## config.mk

```make
export PLATFORM = sky130hd
export DESIGN_NAME = serial_add_ctrl
export DESIGN_NICKNAME = d
export VERILOG_FILES = /design/src/rtl/serial_add_ctrl.sv
export SDC_FILE = /design/constraint.sdc
export NUM_CORES = 1
export LEC_CHECK = 0
export CAP_MARGIN = 10
export CORE_ASPECT_RATIO = 0.7
export CORE_UTILIZATION = 45
export CTS_BUF_LIST = sky130_fd_sc_hd__clkbuf_4 sky130_fd_sc_hd__clkbuf_8
export CTS_CLUSTER_SIZE = 16
export DETAILED_ROUTE_END_ITERATION = 8
export PLACE_DENSITY_LB_ADDON = 0.12
export SYNTH_ARGS = -nofsm -noshare
export SYNTH_HDL_FRONTEND = slang
export SYNTH_SLANG_ARGS = --single-unit
export TNS_END_PERCENT = 10
```

## constraint.sdc

```tcl
create_clock -name clk -period 4.8 [get_ports clk]
set_input_delay 0.96 -clock clk [delete_from_list [all_inputs] [get_ports clk]]
set_output_delay 0.96 -clock clk [all_outputs]
set_load 0.02 [all_outputs]
```

## src/rtl/serial_add_ctrl.sv

```systemverilog
// Bit-serial adder/subtractor: one full adder processes one operand bit per
// clock, LSB first; results are published in a single edge at completion.

module full_adder (
  input  logic a,
  input  logic b,
  input  logic c,
  output logic sum,
  output logic carry
);
  assign sum   = a ^ b ^ c;
  assign carry = (a & b) | (c & (a ^ b));
endmodule

module serial_add_ctrl #(
  parameter int WIDTH = 8
) (
  input  logic             clk,
  input  logic             rst_n,
  input  logic             start,
  input  logic             sub,
  input  logic [WIDTH-1:0] a,
  input  logic [WIDTH-1:0] b,
  input  logic             cin,
  output logic             busy,
  output logic             done,
  output logic [WIDTH-1:0] sum,
  output logic             cout,
  output logic             ovf
);
  // Counter reaches WIDTH on the final edge, so it needs one value beyond
  // the bit index range; the index itself is the truncated counter.
  localparam int CW = $clog2(WIDTH + 1);
  localparam int IW = (WIDTH > 1) ? $clog2(WIDTH) : 1;

  typedef enum logic [1:0] {IDLE, RUN, DONE} state_t;

  state_t           state, state_next;
  logic [WIDTH-1:0] a_reg, b_reg, shreg, sh_next;
  logic             carry;
  logic [CW-1:0]    cnt;
  logic [IW-1:0]    idx;
  logic             fa_sum, fa_carry;
  logic             last;

  assign idx  = cnt[IW-1:0];
  assign last = (state == RUN) && (cnt == CW'(WIDTH - 1));

  full_adder u_fa (
    .a     (a_reg[idx]),
    .b     (b_reg[idx]),
    .c     (carry),
    .sum   (fa_sum),
    .carry (fa_carry)
  );

  // NOTE: default assignment first so no path leaves sh_next unassigned (no latch).
  always_comb begin
    sh_next      = shreg;
    sh_next[idx] = fa_sum;
  end

  // NOTE: all sequential state uses non-blocking assignments to avoid update-order races.
  always_ff @(posedge clk or negedge rst_n) begin
    if (!rst_n) state <= IDLE;
    else        state <= state_next;
  end

  always_comb begin
    state_next = state;
    unique case (state)
      IDLE:    if (start) state_next = RUN;
      RUN:     if (last)  state_next = DONE;
      DONE:    state_next = IDLE;
      default: state_next = IDLE;
    endcase
  end

  always_comb begin
    busy = (state == RUN);
    done = (state == DONE);
  end

  always_ff @(posedge clk or negedge rst_n) begin
    if (!rst_n) begin
      a_reg <= '0;
      b_reg <= '0;
      shreg <= '0;
      carry <= 1'b0;
      cnt   <= '0;
      sum   <= '0;
      cout  <= 1'b0;
      ovf   <= 1'b0;
    end else begin
      if (state == IDLE && start) begin
        // Subtraction is a + ~b + 1; cin is irrelevant in that mode.
        a_reg <= a;
        b_reg <= sub ? ~b : b;
        carry <= sub ? 1'b1 : cin;
        shreg <= '0;
        cnt   <= '0;
      end else if (state == RUN) begin
        shreg <= sh_next;
        carry <= fa_carry;
        cnt   <= cnt + CW'(1);
        if (last) begin
          sum  <= sh_next;
          cout <= fa_carry;
          ovf  <= carry ^ fa_carry;
        end
      end
    end
  end
endmodule

```

==> flow_summary_export.csv, run 1 <==
group,metric,value,unit
clocking,post_cts_buffers,0,
global_routing,antenna_found_initial,0,
global_routing,grt_pass1_wl,6310,um
timing,slew_viol_final,0,
setup_path,crit_family,"buffers and inverters",
power,pwr-share-comb,45.0,%
timing,post-route-period-util,60.8,%
clocking,cts-root-buf,"clkbuf_8",
setup_path,crit_buf_inv,2,
setup_path,ff2ff_setup_slack,1.92,ns
floorplan,initial_utilization,49.1,%
floorplan,ios,33,
power,power_per_cell_area,716,nW/um2
placed_design,portBuffers,32,
drt,routed-via-count,1343,
timing,period_minus_slack,2.92,ns
drt,ant_nets,0,
yosys,syn_nets,198,
floorplan,rows,19,
clocking,cts_buffer_depth,2,
setup_path,worstSetupPathType,"reg -> out",
setup_path,end_kind,"primary output",
yosys,synthDistinctLibCells,32,
power,ir_drop,0.000313,V
setup_path,cp_max_fo,14,
power,power.share.switching,37.0,%
timing,skew,0.0108,ns
clocking,cts_hold_buf,0,
finish,fillers,323,
drt,drtPass1Iterations,4,
yosys,synth_cells,175,
global_routing,grt_max_degree,42,
clocking,clkLatencyLatePin,0.29,ns
finish,drive_gt1_share,20.5,%
yosys,synth_sequential_area_ratio,50.8,%
yosys,synth_common_cells,"41 x dfrtp_1, 21 x mux2_2, 20 x a21oi_1",
finish,multi_input_area,888,um2
floorplan,die-area,4770,um2
timing,clock.fmax,343,MHz
yosys,synth_area_leaders,"dfrtp_1 51%, mux2_2 12%, a21oi_1 5.0%",
placed_design,placed_cells,249,
power,p_clk_share,18.4,%
yosys,post-synth-top-area-fraction,50.8,%
min_path,holdCritPathClass,"reg -> reg",
drt,viasPerCell,5.23,
finish,ff_latch_area,1030,um2
yosys,synth_area,2020,um2
setup_path,critPathSlowestCell,"dfrtp_1",
clocking,cts_sinks,41,
drt,routed_wl,3760,um
setup_path,path_cells,"nand2b_1, inv_1, clkdlybuf4s50_1",
timing,worst-slew-pin-transition,0.925,ns
timing,grt_setup_unrepaired,"no",
setup_path,cp-start-kind,"flop",
placed_design,dp_hpwl,2510,um
global_routing,overflow,0,
finish,area_growth,22.8,%
floorplan,die_y,58.1,um
power,power_switching,0.657,mW
timing,relSlewSlack,38.0,%
placed_design,finalWeightedCongestion,0.737,
timing,hold_viol_final,0,
global_routing,grt_pass1_vias,1315,
drt,drt_drc_violations_left,0,
clocking,cts_resized,0,
timing,tns,0,ns
setup_path,required,3.84,ns
finish,final_nets,227,
setup_path,worstPathArrival,1.96,ns
power,power_frac_seq,36.6,%
clocking,clk_pin_slew_worst_paths,0.08,ns
finish,finalNonFillerCells,257,
yosys,synth.ff_latch_count,41,
global_routing,grtUsageTotal,17.9,%
yosys,synth.avg_cell_area,11.5,um2
run_status,outcome,"complete, no violations",
yosys,synth_area_leader_cell,"dfrtp_1",
yosys,yosysMostFrequentCell,"dfrtp_1",
floorplan,fp.dieW,82.1,um
drt,wl_per_cell,14.6,um
floorplan,coreArea,4110,um2
yosys,synth_flop_cell,"dfrtp_1",
yosys,synth_edf_count,0,
setup_path,cpPeakStageDelay,0.64,ns
power,internal_power,1.12,mW
drt,drtIter0Drc,62,
power,p_leak,1.05,nW
yosys,ys_warn_count,0,
clocking,cts_tree,"yes",
run,max-cap-violations,0,
yosys,synthArstFlopShare,100,%
clocking,cts_made_buffers,5,
clocking,cts_max_level,2,
finish,n_antenna_cell,0,
timing,setup_viol,0,
[area by class of cell]
type / count / share of cell area (%)
Clock buffer: 5 / 2.77
Clock inverter: 3 / 2.62
Inverter: 12 / 1.82
Multi-Input combinational cell: 111 / 35.8
Sequential cell: 41 / 41.4
Tap cell: 52 / 2.62
Timing Repair Buffer: 33 / 13.0
[worst reg2reg max path, cell delays in order, from the launching register on]
cell and delay [ns]:
dfrtp_1 0.72, mux4_1 0.64, mux2_2 0.29, fa_1 0.55, mux2_2 0.31, mux2_2 0.26
[kinds of logic (layout without fill, tap and decap cells)]
kind of cell,count (synthesis),after routing,share of synthesized area [%]
AND/OR/NAND/NOR,35,35,10.1
AO/OA/AOI/OAI,36,36,10.1
XOR/XNOR,9,9,3.90
adder cells (fa/ha/maj),2,2,1.61
flip-flops,41,41,50.8
buffers and inverters,23,53,5.51
multiplexers,29,29,18.0
[power groups by stage]
stage | combinational, mW | sequential (mW) | clock [mW]
2_1_floorplan | 0.598 | 0.622 | 0
5_1_grt | 0.881 | 0.675 | 0.347
3_3_place_gp | 0.776 | 0.650 | 0
4_1_cts | 0.808 | 0.652 | 0.333
3_5_place_dp | 0.794 | 0.657 | 0
6_report | 0.800 | 0.650 | 0.326
[final timing paths]
kind | startpoint | cells past startpoint | endpoint
worst max-delay path | state[0] | 3 | busy
worst min-delay path | a_reg[4] | 1 | a_reg[4]
worst max register to register | cnt[0] | 5 | sum[5]
worst min register to register | a_reg[4] | 1 | a_reg[4]
max in group asynchronous | rst_n | 1 | cnt[1]
min in group asynchronous | rst_n | 1 | shreg[7]
[through the flow]
step | cell area, um2 | hold WS [ns] | worst slack (ns) | util [%] | total power, mW
3_5_place_dp | 2350 | 0.496 | 1.95 | 57.1 | 1.45
2_1_floorplan | 2020 | 0.473 | 2.35 | - | 1.22
4_1_cts | 2480 | 0.515 | 1.90 | 60.3 | 1.79
3_3_place_gp | 2350 | 0.489 | 2.05 | 57.1 | 1.43
5_1_grt | 2480 | 0.518 | 1.78 | 60.3 | 1.90
6_report | 2480 | 0.509 | 1.88 | 60.3 | 1.78
[metal layers]
metal / vias to the layer above / track usage [%] / routed length [um]
li1: 676 / - / -
met1: 636 / 25.9 / 1890
met2: 29 / 27.5 / 1700
met3: 2 / 4.72 / 148
met4: 0 / 3.01 / 16
met5: - / 0 / 0
[cell usage in the layout, fill, tap and decap left out, drive strengths merged, types with 3 or more instances in the layout]
cell type | synthesis | final
clkbuf | 3 | 5
a21oi | 20 | 20
dfrtp | 41 | 41
clkdlybuf4s50 | 0 | 31
or3b | 4 | 4
mux2 | 24 | 24
o22ai | 9 | 9
xnor2 | 8 | 8
nor2 | 13 | 13
o21ai | 4 | 4
nand2 | 5 | 5
nand3b | 5 | 5
inv | 12 | 12
mux2i | 3 | 3
No activity file was read; power rests on OpenSTA's default activity.
==> run 2: changes to the inputs <==
==> constraint.sdc (replaced) <==
create_clock -name clk -period 2.8 [get_ports clk]
set_input_delay 0.56 -clock clk [delete_from_list [all_inputs] [get_ports clk]]
set_output_delay 0.56 -clock clk [all_outputs]
set_load 0.02 [all_outputs]
==> run 2 against run 1 <==
Against the previous run:
- design area grew 1.6%
- critical path type is now reg -> reg
- count of clock-buffer cells in the layout unchanged
- first-iteration DRC count up 8.1%
- die area unchanged
- combinational power up 88%
==> flow_summary_export.csv, run 2 (synthesis gave the netlist of run 1 again) <==
group,metric,value,unit
floorplan,ios,33,
global_routing,grt_pass1_vias,1430,
timing,setup_viol,0,
clocking,clk_pin_slew_worst_paths,0.08,ns
placed_design,dp_slack,0.117,ns
floorplan,coreArea,4110,um2
power,p_leak,1.07,nW
drt,drtIter0Drc,67,
placed_design,portBuffers,32,
timing,skew,0.00627,ns
finish,layout_commonest_cell,"dfrtp_1",
power,ir_drop,0.000600,V
finish,final_cell_mix,"39 x dfrtp_1, 31 x clkdlybuf4s50_1, 21 x mux2_2",
setup_path,required,2.98,ns
power,power,3.05,mW
finish,area_growth,24.7,%
floorplan,rows,19,
timing,tns,0,ns
global_routing,overflow,0,
finish,fillers,341,
clocking,cts_sinks,41,
timing,worst-slew-pin-transition,0.898,ns
global_routing,grt_max_degree,42,
power,power_per_cell_area,1210,nW/um2
clocking,cts_hold_buf,0,
setup_path,worstSetupPathType,"reg -> reg",
global_routing,antenna_found_initial,0,
timing,hold_viol_final,0,
setup_path,ff2ff_setup_slack,0.19,ns
setup_path,cp_max_fo,8,
placed_design,placed_cells,257,
clocking,cts-root-buf,"clkbuf_8",
placed_design,place_area,2400,um2
min_path,holdCritPathClass,"in -> async",
global_routing,grtUsageTotal,20.0,%
timing,slew_viol_final,0,
setup_path,cp-start-kind,"flop",
setup_path,cp.depth,5,
drt,wl_per_cell,15.4,um
setup_path,r2r_end,"sum[0]",
finish,ff_latch_area,1030,um2
clocking,cts_buffer_depth,2,
setup_path,worstPathArrival,2.79,ns
setup_path,end_kind,"flop",
drt,drt_drc_violations_left,0,
floorplan,die_y,58.1,um
clocking,cts_tree,"yes",
floorplan,initial_utilization,49.1,%
placed_design,finalWeightedCongestion,0.811,
finish,final_nets,235,
setup_path,path_cells,"mux4_1, mux2_2, fa_1, mux2_4, mux2_2",
setup_path,critPathMostFrequentCell,"mux2_2",
floorplan,die-area,4770,um2
global_routing,grt_pass1_wl,6900,um
finish,finalNonFillerCells,265,
clocking,cts_max_level,2,
finish,postLayoutCellArea,2520,um2
setup_path,reg2reg_depth,5,
setup_path,cpPeakStageDelay,0.59,ns
placed_design,dp_hpwl,2870,um
setup_path,crit_family,"multiplexers",
run_status,outcome,"complete, no violations",
setup_path,critPathSlowestCell,"mux4_1",
setup_path,reg2reg_from,"cnt[0]",
run,max-cap-violations,0,
drt,ant_nets,0,
timing,setup_ws,0.192,ns
timing,clock.fmax,383,MHz
floorplan,fp.dieW,82.1,um
drt,routed-via-count,1408,
clocking,clkLatencyLatePin,0.30,ns
timing,relSlewSlack,40.1,%
drt,drtPass1Iterations,4,
timing,period_minus_slack,2.61,ns
timing,grt_setup_unrepaired,"no",
drt,routed_wl,4070,um
finish,n_antenna_cell,0,
timing,post-route-period-util,93.1,%
finish,drive_gt1_share,23.9,%
drt,viasPerCell,5.31,
finish,multi_input_area,883,um2
setup_path,crit_buf_inv,0,
clocking,cts_made_buffers,5,
-- run 2: changes by cell type in the layout (fill, tap and decap cells not counted) --
cell | before | now
bufinv_16 | 2 | 1
nor3_2 | 1 | 0
clkinv_2 | 1 | 0
buf_4 | 1 | 9
clkinv_4 | 0 | 1
clkinvlp_4 | 0 | 1
nor3_1 | 0 | 1
dfrtp_1 | 41 | 39
dfrtp_2 | 0 | 2
-- run 2: worst reg2reg max path, cell delays in order, from the launching register on --
cell,delay (ns)
dfrtp_2,0.47
mux4_1,0.59
mux2_2,0.29
fa_1,0.57
mux2_4,0.31
mux2_2,0.26
-- run 2: stage by stage --
step	hold WS, ns	utilization (%)
final	0.377	61.3
after global routing	0.445	61.3
after CTS	0.412	61.2
after detailed placement	0.495	58.4
after global placement	0.489	58.4
after floorplan	0.264	-
-- run 2: power by group --
part           leakage [nW]  internal (mW)  switching (mW)
clock                0.0543          0.267           0.217
sequential            0.501          0.860           0.201
combinational         0.512          0.755           0.747
total                  1.07           1.88            1.17
-- run 2: worst max-delay path by stage --
stage,slack [ns],startpoint,end
after floorplan,0.35,cnt[0],sum[0]
final,0.19,cnt[0],sum[0]
after global placement,0.26,cnt[0],sum[0]
after detailed placement,0.12,cnt[0],sum[0]
after CTS,0.08,cnt[0],sum[0]
after global routing,0.03,cnt[0],shreg[3]
-- run 2: layout make-up --
type,instances,area share (%)
clock inverter,3,1.84
clock buffer,5,2.73
timing repair buffer,41,15.2
multi-input combinational,111,35.1
sequential,41,40.8
tap,52,2.58
inverter,12,1.79
-- run 2: what timing repair did --
| action | CTS | global route |
|---|---|---|
| setup buffers | 0 | 0 |
| gates resized for setup | 0 | 2 |
| endpoints found under the setup margin | 0 | 11 |
-- run 2: layer usage --
layer / vias up / GRT usage, % / share of wire, %
li1: 682 / - / -
met1: 691 / 29.0 / 51
met2: 30 / 28.3 / 44
met3: 5 / 5.51 / 3.9
met4: 0 / 8.02 / 1.3
met5: - / 0 / 0
